===== src/rtl/sync_fifo_param_if.sv =====
// Handshake/data bundle for sync_fifo_param: producer/consumer side is master,
// the FIFO itself is slave.
interface sync_fifo_param_if #(
  parameter int DATA_W = 16,
  parameter int DEPTH  = 16
);
  localparam int CW = $clog2(DEPTH) + 1;

  logic              wr_en;
  logic [DATA_W-1:0] in;
  logic              rd_en;
  logic [DATA_W-1:0] out;
  logic              empty;
  logic              full;
  logic              almost_empty;
  logic              almost_full;
  logic [CW-1:0]     count;
  logic              overflow;
  logic              underflow;

  modport master (
    output wr_en, in, rd_en,
    input  out, empty, full, almost_empty, almost_full, count, overflow, underflow
  );

  modport slave (
    input  wr_en, in, rd_en,
    output out, empty, full, almost_empty, almost_full, count, overflow, underflow
  );
endinterface


===== src/rtl/sync_fifo_param.sv =====
// Single-clock parametrised FIFO with occupancy count, threshold flags and error pulses.
// Define SYNC_FIFO_FWFT_EN for first-word fall-through output; default is registered read.
module sync_fifo_param #(
  parameter int DATA_W   = 16,
  parameter int DEPTH    = 16,
  parameter int AF_LEVEL = 14,
  parameter int AE_LEVEL = 2
) (
  input logic              clk,
  input logic              rst,
  sync_fifo_param_if.slave bus
);
  localparam int AW = $clog2(DEPTH);
  localparam int CW = AW + 1;
  localparam logic [CW-1:0] DEPTH_C = CW'(DEPTH);
  localparam logic [CW-1:0] AF_C    = CW'(AF_LEVEL);
  localparam logic [CW-1:0] AE_C    = CW'(AE_LEVEL);
  localparam logic [AW-1:0] PTR_ONE = AW'(1);
  localparam logic [CW-1:0] CNT_ONE = CW'(1);

  logic [DATA_W-1:0] mem [DEPTH];
  logic [AW-1:0]     wr_ptr;
  logic [AW-1:0]     rd_ptr;
  logic [CW-1:0]     count_q;
  logic [CW-1:0]     count_nxt;
  logic              empty_q;
  logic              full_q;
  logic              ae_q;
  logic              af_q;
  logic              ovf_q;
  logic              udf_q;
  logic              wr_acc;
  logic              rd_acc;

  // Acceptance looks only at registered flags, never at same-cycle requests.
  assign wr_acc = bus.wr_en & ~full_q;
  assign rd_acc = bus.rd_en & ~empty_q;

  always_comb begin
    count_nxt = count_q;
    case ({wr_acc, rd_acc})
      2'b10:   count_nxt = count_q + CNT_ONE;
      2'b01:   count_nxt = count_q - CNT_ONE;
      default: count_nxt = count_q;
    endcase
  end

  // Storage is never cleared; writes in a reset cycle are dropped.
  always_ff @(posedge clk) begin
    if (wr_acc && !rst) begin
      mem[wr_ptr] <= bus.in;
    end
  end

  always_ff @(posedge clk) begin
    if (rst) begin
      wr_ptr  <= '0;
      rd_ptr  <= '0;
      count_q <= '0;
      empty_q <= 1'b1;
      full_q  <= 1'b0;
      ae_q    <= 1'b1;
      af_q    <= 1'b0;
      ovf_q   <= 1'b0;
      udf_q   <= 1'b0;
    end else begin
      if (wr_acc) wr_ptr <= wr_ptr + PTR_ONE;
      if (rd_acc) rd_ptr <= rd_ptr + PTR_ONE;
      count_q <= count_nxt;
      empty_q <= (count_nxt == '0);
      full_q  <= (count_nxt == DEPTH_C);
      ae_q    <= (count_nxt <= AE_C);
      af_q    <= (count_nxt >= AF_C);
      ovf_q   <= bus.wr_en & full_q;
      udf_q   <= bus.rd_en & empty_q;
    end
  end

`ifdef SYNC_FIFO_FWFT_EN
  // Head word is shown combinationally from storage; zero while nothing is stored.
  assign bus.out = empty_q ? '0 : mem[rd_ptr];
`else
  logic [DATA_W-1:0] out_q;

  always_ff @(posedge clk) begin
    if (rst) begin
      out_q <= '0;
    end else if (rd_acc) begin
      out_q <= mem[rd_ptr];
    end
  end

  assign bus.out = out_q;
`endif

  assign bus.count        = count_q;
  assign bus.empty        = empty_q;
  assign bus.full         = full_q;
  assign bus.almost_empty = ae_q;
  assign bus.almost_full  = af_q;
  assign bus.overflow     = ovf_q;
  assign bus.underflow    = udf_q;
endmodule


===== src/flat_wrapper.sv =====
// flat-port wrapper written by rule: the top's interface ports become plain ports
module sync_fifo_param_flat 
#(
  parameter int DATA_W   = 16,
  parameter int DEPTH    = 16,
  parameter int AF_LEVEL = 14,
  parameter int AE_LEVEL = 2
)
  (clk, rst, bus_wr_en, bus_in, bus_rd_en, bus_out, bus_empty, bus_full, bus_almost_empty, bus_almost_full, bus_count, bus_overflow, bus_underflow);
  sync_fifo_param_if #(.DATA_W(DATA_W), .DEPTH(DEPTH)) bus_i ();
  input logic clk;
  input logic rst;
  input wire logic [$bits(bus_i.wr_en)-1:0] bus_wr_en;
  input wire logic [$bits(bus_i.in)-1:0] bus_in;
  input wire logic [$bits(bus_i.rd_en)-1:0] bus_rd_en;
  output wire logic [$bits(bus_i.out)-1:0] bus_out;
  output wire logic [$bits(bus_i.empty)-1:0] bus_empty;
  output wire logic [$bits(bus_i.full)-1:0] bus_full;
  output wire logic [$bits(bus_i.almost_empty)-1:0] bus_almost_empty;
  output wire logic [$bits(bus_i.almost_full)-1:0] bus_almost_full;
  output wire logic [$bits(bus_i.count)-1:0] bus_count;
  output wire logic [$bits(bus_i.overflow)-1:0] bus_overflow;
  output wire logic [$bits(bus_i.underflow)-1:0] bus_underflow;
  assign bus_i.wr_en = bus_wr_en;
  assign bus_i.in = bus_in;
  assign bus_i.rd_en = bus_rd_en;
  assign bus_out = bus_i.out;
  assign bus_empty = bus_i.empty;
  assign bus_full = bus_i.full;
  assign bus_almost_empty = bus_i.almost_empty;
  assign bus_almost_full = bus_i.almost_full;
  assign bus_count = bus_i.count;
  assign bus_overflow = bus_i.overflow;
  assign bus_underflow = bus_i.underflow;
  sync_fifo_param #(.DATA_W(DATA_W), .DEPTH(DEPTH), .AF_LEVEL(AF_LEVEL), .AE_LEVEL(AE_LEVEL)) u_core (.clk(clk), .rst(rst), .bus(bus_i));
endmodule

===== config.mk =====
export PLATFORM = sky130hd
export DESIGN_NAME = sync_fifo_param_flat
export DESIGN_NICKNAME = d
export VERILOG_FILES = /design/src/rtl/sync_fifo_param_if.sv /design/src/rtl/sync_fifo_param.sv /design/src/flat_wrapper.sv
export SDC_FILE = /design/constraint.sdc
export NUM_CORES = 1
export LEC_CHECK = 0
export ABC_AREA = 1
export BUFFER_PORTS_ARGS = -buffer_cell sky130_fd_sc_hd__buf_2
export CAP_MARGIN = 20
export CORE_UTILIZATION = 45
export DETAILED_ROUTE_END_ITERATION = 7
export GPL_ROUTABILITY_DRIVEN = 1
export GPL_TIMING_DRIVEN = 0
export PLACE_DENSITY_LB_ADDON = 0.15
export SKIP_LAST_GASP = 1
export SYNTH_ARGS = -nofsm -noshare
export SYNTH_HDL_FRONTEND = slang
export SYNTH_SLANG_ARGS = --single-unit

===== constraint.sdc =====
create_clock -name clk -period 2.5 [get_ports clk]
set_input_delay 0.125 -clock clk [delete_from_list [all_inputs] [get_ports clk]]
set_output_delay 0.125 -clock clk [all_outputs]
set_load 0.01 [all_outputs]

# Yosys cells after proc, flatten, opt, wreduce, memory -nomap -nowiden

Memory sizes are Yosys's and may differ from the RTL's. A register that Yosys moved wholly into a read port is not among the register bits.
Cells that the tools add are included.

Output and inout bits: 27
ROM bits: 0
Memories kept: 1
Latch bits: 0
Flip-flop bits (word level): 19
Logic and storage cells: 31
Bits of input ports: 20
RAM bits: 256

Divide/modulo/power cells: 0
Multiplexer cells: 3
Equal/unequal tests: 3
$lt $le $gt $ge: 2
Shifts and indexed selects: 0
$mul: 0
Reductions and logical operators: 3
Bitwise logic cells: 6
Add/subtract/negate cells: 4

Memories:

| name       | depth | bits a word | rd ports | clocked after Yosys merged registers in | wr ports | RTL line              | source |
|---|---|---|---|---|---|---|---|
| u_core.mem | 16    | 16          | 1        | 1                                       | 1        | sync_fifo_param.sv:21 | `logic [DATA_W-1:0] mem [DEPTH];` |

Operator list:

| cell                                                                                | count |
|---|---|
| 5-bit one-hot mux with 2 select lines                                               | 1 |
| 4-bit by 1-bit adder with 4-bit output, second input constant                       | 2 |
| 5-bit by 1-bit adder with 5-bit output, second input constant                       | 1 |
| 5-bit equality test, second input constant                                          | 1 |
| 5-bit by 4-bit greater-or-equal comparator with 1-bit output, second input constant | 1 |
| 5-bit by 2-bit <= comparator with 1-bit output, second input constant               | 1 |
| 5-bit zero test                                                                     | 1 |
| 5-bit by 1-bit subtractor with 5-bit output, second input constant                  | 1 |
| 1-bit AND                                                                           | 4 |
| 2-bit by 1-bit equality test with 1-bit output, second input constant               | 1 |
| 2-bit equality test, second input constant                                          | 1 |
| 1-bit two-way mux                                                                   | 2 |
| 1-bit NOT                                                                           | 2 |
| 1-bit logical AND                                                                   | 1 |
| 1-bit zero test                                                                     | 1 |

# Depth between registers and ports, before layout

Word-level depth: 5
Depth in mapped cells: 15
Gate-level depth less buffers: 15

# Least setup slack after synthesis

No wires, ideal clock.

Path kind: flip-flop to flip-flop
Start: register u_core.full_q, in the netlist u_core.bus.full
End: memory u_core.mem[10][0] (enable)
Cell stages (with the launch flop): 6
Arrival time: 1.882 ns
Setup slack: 0.209 ns
Path buffers: 0
Required time: 2.091 ns
Setup time: 0.409 ns
Clock period less this slack: 2.291 ns
Path through: dfxtp_1 > inv_1 > nand2_2 > nor2_1 > inv_1 > nor3_1

Cells in the longest elaborated chain, start to end: 5

RTL lines:

| what                                    | RTL line              | source |
|---|---|---|
| start: declaration                      | sync_fifo_param.sv:27 | `logic full_q;` |
| start signal: assignment                | sync_fifo_param.sv:71 | `full_q <= (count_nxt == DEPTH_C);` |
| 1-bit NOT                               | sync_fifo_param.sv:36 | `assign wr_acc = bus.wr_en & ~full_q;` |
| 1-bit AND                               | sync_fifo_param.sv:36 |  |
| 1-bit logical AND                       | sync_fifo_param.sv:50 | `if (wr_acc && !rst) begin` |
| 1-bit two-way mux                       | sync_fifo_param.sv:50 |  |
| 1-bit two-way mux (not written as such) | sync_fifo_param.sv:51 | `mem[wr_ptr] <= bus.in;` |
| end: declaration                        | sync_fifo_param.sv:21 |  |

No other way between the ends.

# Worst setup path in the final report

Start: register u_core.empty_q, in the netlist u_core.bus.empty
End: register u_core.af_q, in the netlist u_core.bus.almost_full

Cells in the longest elaborated chain, start to end: 5
Elaborated cells between the ends (all ways): 6
Those cells by class: 1 x order compare; 2 x eq/ne; 1 x mux; 2 x bitwise

RTL lines:

| what                                                                                  | RTL line              | source |
|---|---|---|
| start: declaration                                                                    | sync_fifo_param.sv:26 | `logic empty_q;` |
| start signal: assignment                                                              | sync_fifo_param.sv:70 | `empty_q <= (count_nxt == '0);` |
| 1-bit NOT (*)                                                                         | sync_fifo_param.sv:37 | `assign rd_acc = bus.rd_en & ~empty_q;` |
| 1-bit AND (*)                                                                         | sync_fifo_param.sv:37 |  |
| 2-bit by 1-bit equality test with 1-bit output or 2-bit equality test (tied branches) | sync_fifo_param.sv:41 | `case ({wr_acc, rd_acc})` |
| 5-bit one-hot mux with 2 select lines (*)                                             | sync_fifo_param.sv:41 |  |
| 5-bit by 4-bit greater-or-equal comparator with 1-bit output (*)                      | sync_fifo_param.sv:73 | `af_q <= (count_nxt >= AF_C);` |
| end signal: assignment                                                                | sync_fifo_param.sv:73 |  |
| end: declaration                                                                      | sync_fifo_param.sv:29 | `logic af_q;` |

Every way passes the cells marked *; elsewhere a longest branch is shown, timed or not.
A chain may end at the register's enable or synchronous reset.

==> qor.yml <==
path_clk_slew_ns: 0.06
rsz0062_at_grt: "no"
root_buffer: "clkbuf_16"
wl_per_cell_um: 22.4
rows: 58
clock_skew_ns: 0.0103
critPathMaxFanout: 19
overflow: 0
path_depth: 11
combPwrFrac: 0.166
r2r-end: "u_core.bus.almost_full$_SDFF_PP0_"
post-route-period-util: 0.881
hold_depth: 1
final_cells: 1364
grtUsageTotal: 0.237
port_buffers: 45
internal_power_mw: 8.64
postRouteAntennaNets: 0
antenna_found_initial: 0
die_w_um: 162
grt_first_pass_wirelength_um: 45400
ctsHtreeMaxLevel: 1
hold_path_class: "input pin to flip-flop"
crit_family: "simple AND/OR/NAND/NOR gates"
core_region_area_um2: 25100
cts_tree: "yes"
cts_num_sinks: 291
syn_avg_cell_area_um2: 12.7
tightest_slew_ns: 0.942
critPathMostFrequentCell: "nand2_1"
placed_cells: 1299
r2r_slack_ns: 0.30
grt_max_degree: 20
reg2reg_from: "u_core.bus.empty$_SDFF_PP1_"
drt-vias-per-instance: 5.63
area_growth_pct: 17.4
vias: 7683
synth.distinct_cells: 31
worstHoldStart: "bus_in[9]"
syn_area_um2: 11500
crit_path_start_kind: "flip-flop"
p_per_area_nw_per_um2: 880
vdd_drop_max_uv: 547
final-hold-violation-count: 0
post_cts_buffers: 0
worstRegToRegCells: 11
relSlewSlack: 0.371
crit_type: "flip-flop to flip-flop"
critPathCaptureType: "flip-flop"
synth_area_leader_cell: "edfxtp_1"
first_pass_iters: 6
power.share.clock: 0.367
cts_buffers: 31
swShare: 0.274
drc: 0
p_sw_mw: 3.26
p_leak_nw: 4.72
nets: 1037
place_ws_ns: -0.228
max-cap-violations: 0
synth_seq_area_share: 0.729
drive_gt1_frac: 0.158
gp_congestion: 0.849
io_pins: 47
synth.area.top_cells: "edfxtp_1 (67%), dfxtp_1 (6.1%), nor2_1 (5.6%)"
synthArstFlopShare: 0
finalSetupViolCount: 0
drt-initial-drc-count: 938
critPathBufInv: 1
synth_top_area_share: 0.668
cp_slowest_cell: "buf_2"
worst_slack_ns: 0.297
final_common_cell: "edfxtp_1"
die_h_um: 162
max_freq_ghz: 0.454
period_minus_slack_ns: 2.20
clockBufferDepth: 3
dieArea_um2: 26200
diodes: 0
finalPower_mw: 11.9
syn_inst: 908
utilization: 0.538
ys_ff_latch: 291
p_seq_frac: 0.467
synth_ff_type: "edfxtp_1"
path_cells: "nor2_2 > buf_2 > ha_1 > nand2_1 > nand2_1 > nand3_2 > nand3b_1 > nand2_1 > a21oi_2 > nand2_1 > o21ai_1"
status: "finished clean"
yosysWarningCount: 0
slowest_delay_ns: 0.45
start_util: 0.458
final_cell_mix: "edfxtp_1 (256), nor2_1 (163), o21ai_0 (119)"
hold_end: "u_core.mem[11][9]$_DFFE_PP_"
syn_nets: 936
drv_slew: 0
detail_route.wirelength_um: 30500
crit_arrival_ns: 2.68
clkLatencyLatePin_ns: 0.55
first_global_vias: 7301
post-dp-hpwl_um: 20400
cp.required_ns: 2.97
synth-edff-count: 256
per-layer routing:
layer  wire length (µm)  vias up  GRT usage
met1              13300     3784      0.329
met4                960        0     0.0750
met2              14500      273      0.386
li1                   -     3567          -
met3               1740       59     0.0319
met5                  0        -          0
kinds of logic (layout without fill, tap and decap cells):
group,Yosys count,count (layout),synth area share
flops,291,291,0.729
simple gates,266,266,0.0961
compound gates,239,239,0.125
buf+inv,102,228,0.0397
fa+ha+maj,8,8,0.00870
xor+xnor,2,2,0.00152
power groups by stage:
| stage | clock network [mW] | registers, mW | logic, mW |
|---|---|---|---|
| 3_5_place_dp | 0 | 5.66 | 1.97 |
| 2_1_floorplan | 0 | 5.69 | 1.13 |
| 3_3_place_gp | 0 | 5.66 | 1.92 |
| 5_1_grt | 4.59 | 5.57 | 2.16 |
| 4_1_cts | 4.42 | 5.56 | 1.98 |
| 6_report | 4.37 | 5.56 | 1.97 |
area by class of cell:
| class | count | area, µm² |
|---|---|---|
| Buffer | 59 | 295 |
| Clock buffer | 50 | 907 |
| Clock inverter | 8 | 68.8 |
| Fill cell | 2156 | 11600 |
| Inverter | 42 | 158 |
| Multi-Input combinational cell | 515 | 2720 |
| Sequential cell | 291 | 8390 |
| Tap cell | 330 | 413 |
| Timing Repair Buffer | 69 | 562 |
registers in the layout (all words and copies together) (netlist names), 4 cells and up:
| register | flops |
|---|---|
| u_core.mem | 256 |
| u_core.bus.count | 5 |
| u_core.bus.out | 16 |
| u_core.rd_ptr | 4 |
| u_core.wr_ptr | 4 |
timing repair:
item	4_1_cts	5_1_grt
endpoints found under the setup margin	6	0
endpoints found under the hold margin	99	0
hold buffers	8	0
gates resized for setup	0	0
stage by stage:
| stage | setup TNS, ns | area (µm²) | hold WS (ns) |
|---|---|---|---|
| after floorplan | 0 | 11500 | 0.224 |
| after detailed placement | -0.852 | 12500 | 0.369 |
| final | 0 | 13500 | 0.0162 |
| after CTS | 0 | 13500 | 0.00937 |
| after global placement | -120.25 | 12100 | 0.364 |
| after global routing | 0 | 13500 | 0.0126 |
Yosys cell counts, types with 3 or more instances:
| cell type | n |
|---|---|
| o21ai_0 | 119 |
| o22ai_1 | 22 |
| nand2_1 | 30 |
| inv_1 | 41 |
| a21oi_1 | 7 |
| buf_1 | 3 |
| nor2_1 | 171 |
| o21bai_1 | 3 |
| clkbuf_1 | 25 |
| nand3b_1 | 3 |
| buf_4 | 6 |
| o221ai_1 | 42 |
| nand3_1 | 43 |
| edfxtp_1 | 256 |
| nand2_2 | 4 |
| nor3_1 | 10 |
| o21ai_1 | 28 |
| buf_6 | 3 |
| dfxtp_1 | 35 |
| ha_1 | 8 |
| o211ai_1 | 16 |
| buf_2 | 21 |
worst max path at each step:
stage | slack (ns) | endpoint | from
finish | 0.30 | u_core.bus.almost_full$_SDFF_PP0_ | u_core.bus.empty$_SDFF_PP1_
global route | 0.13 | u_core.bus.full$_SDFF_PP0_ | u_core.bus.empty$_SDFF_PP1_
CTS | 0.27 | u_core.bus.almost_full$_SDFF_PP0_ | u_core.bus.empty$_SDFF_PP1_
detailed placement | -0.23 | u_core.bus.almost_full$_SDFF_PP0_ | u_core.bus.empty$_SDFF_PP1_
global placement | -1.06 | u_core.mem[11][2]$_DFFE_PP_ | rst
floorplan | 0.21 | u_core.mem[10][0]$_DFFE_PP_ | u_core.bus.full$_SDFF_PP0_
(Power assumes the default switching activity.)
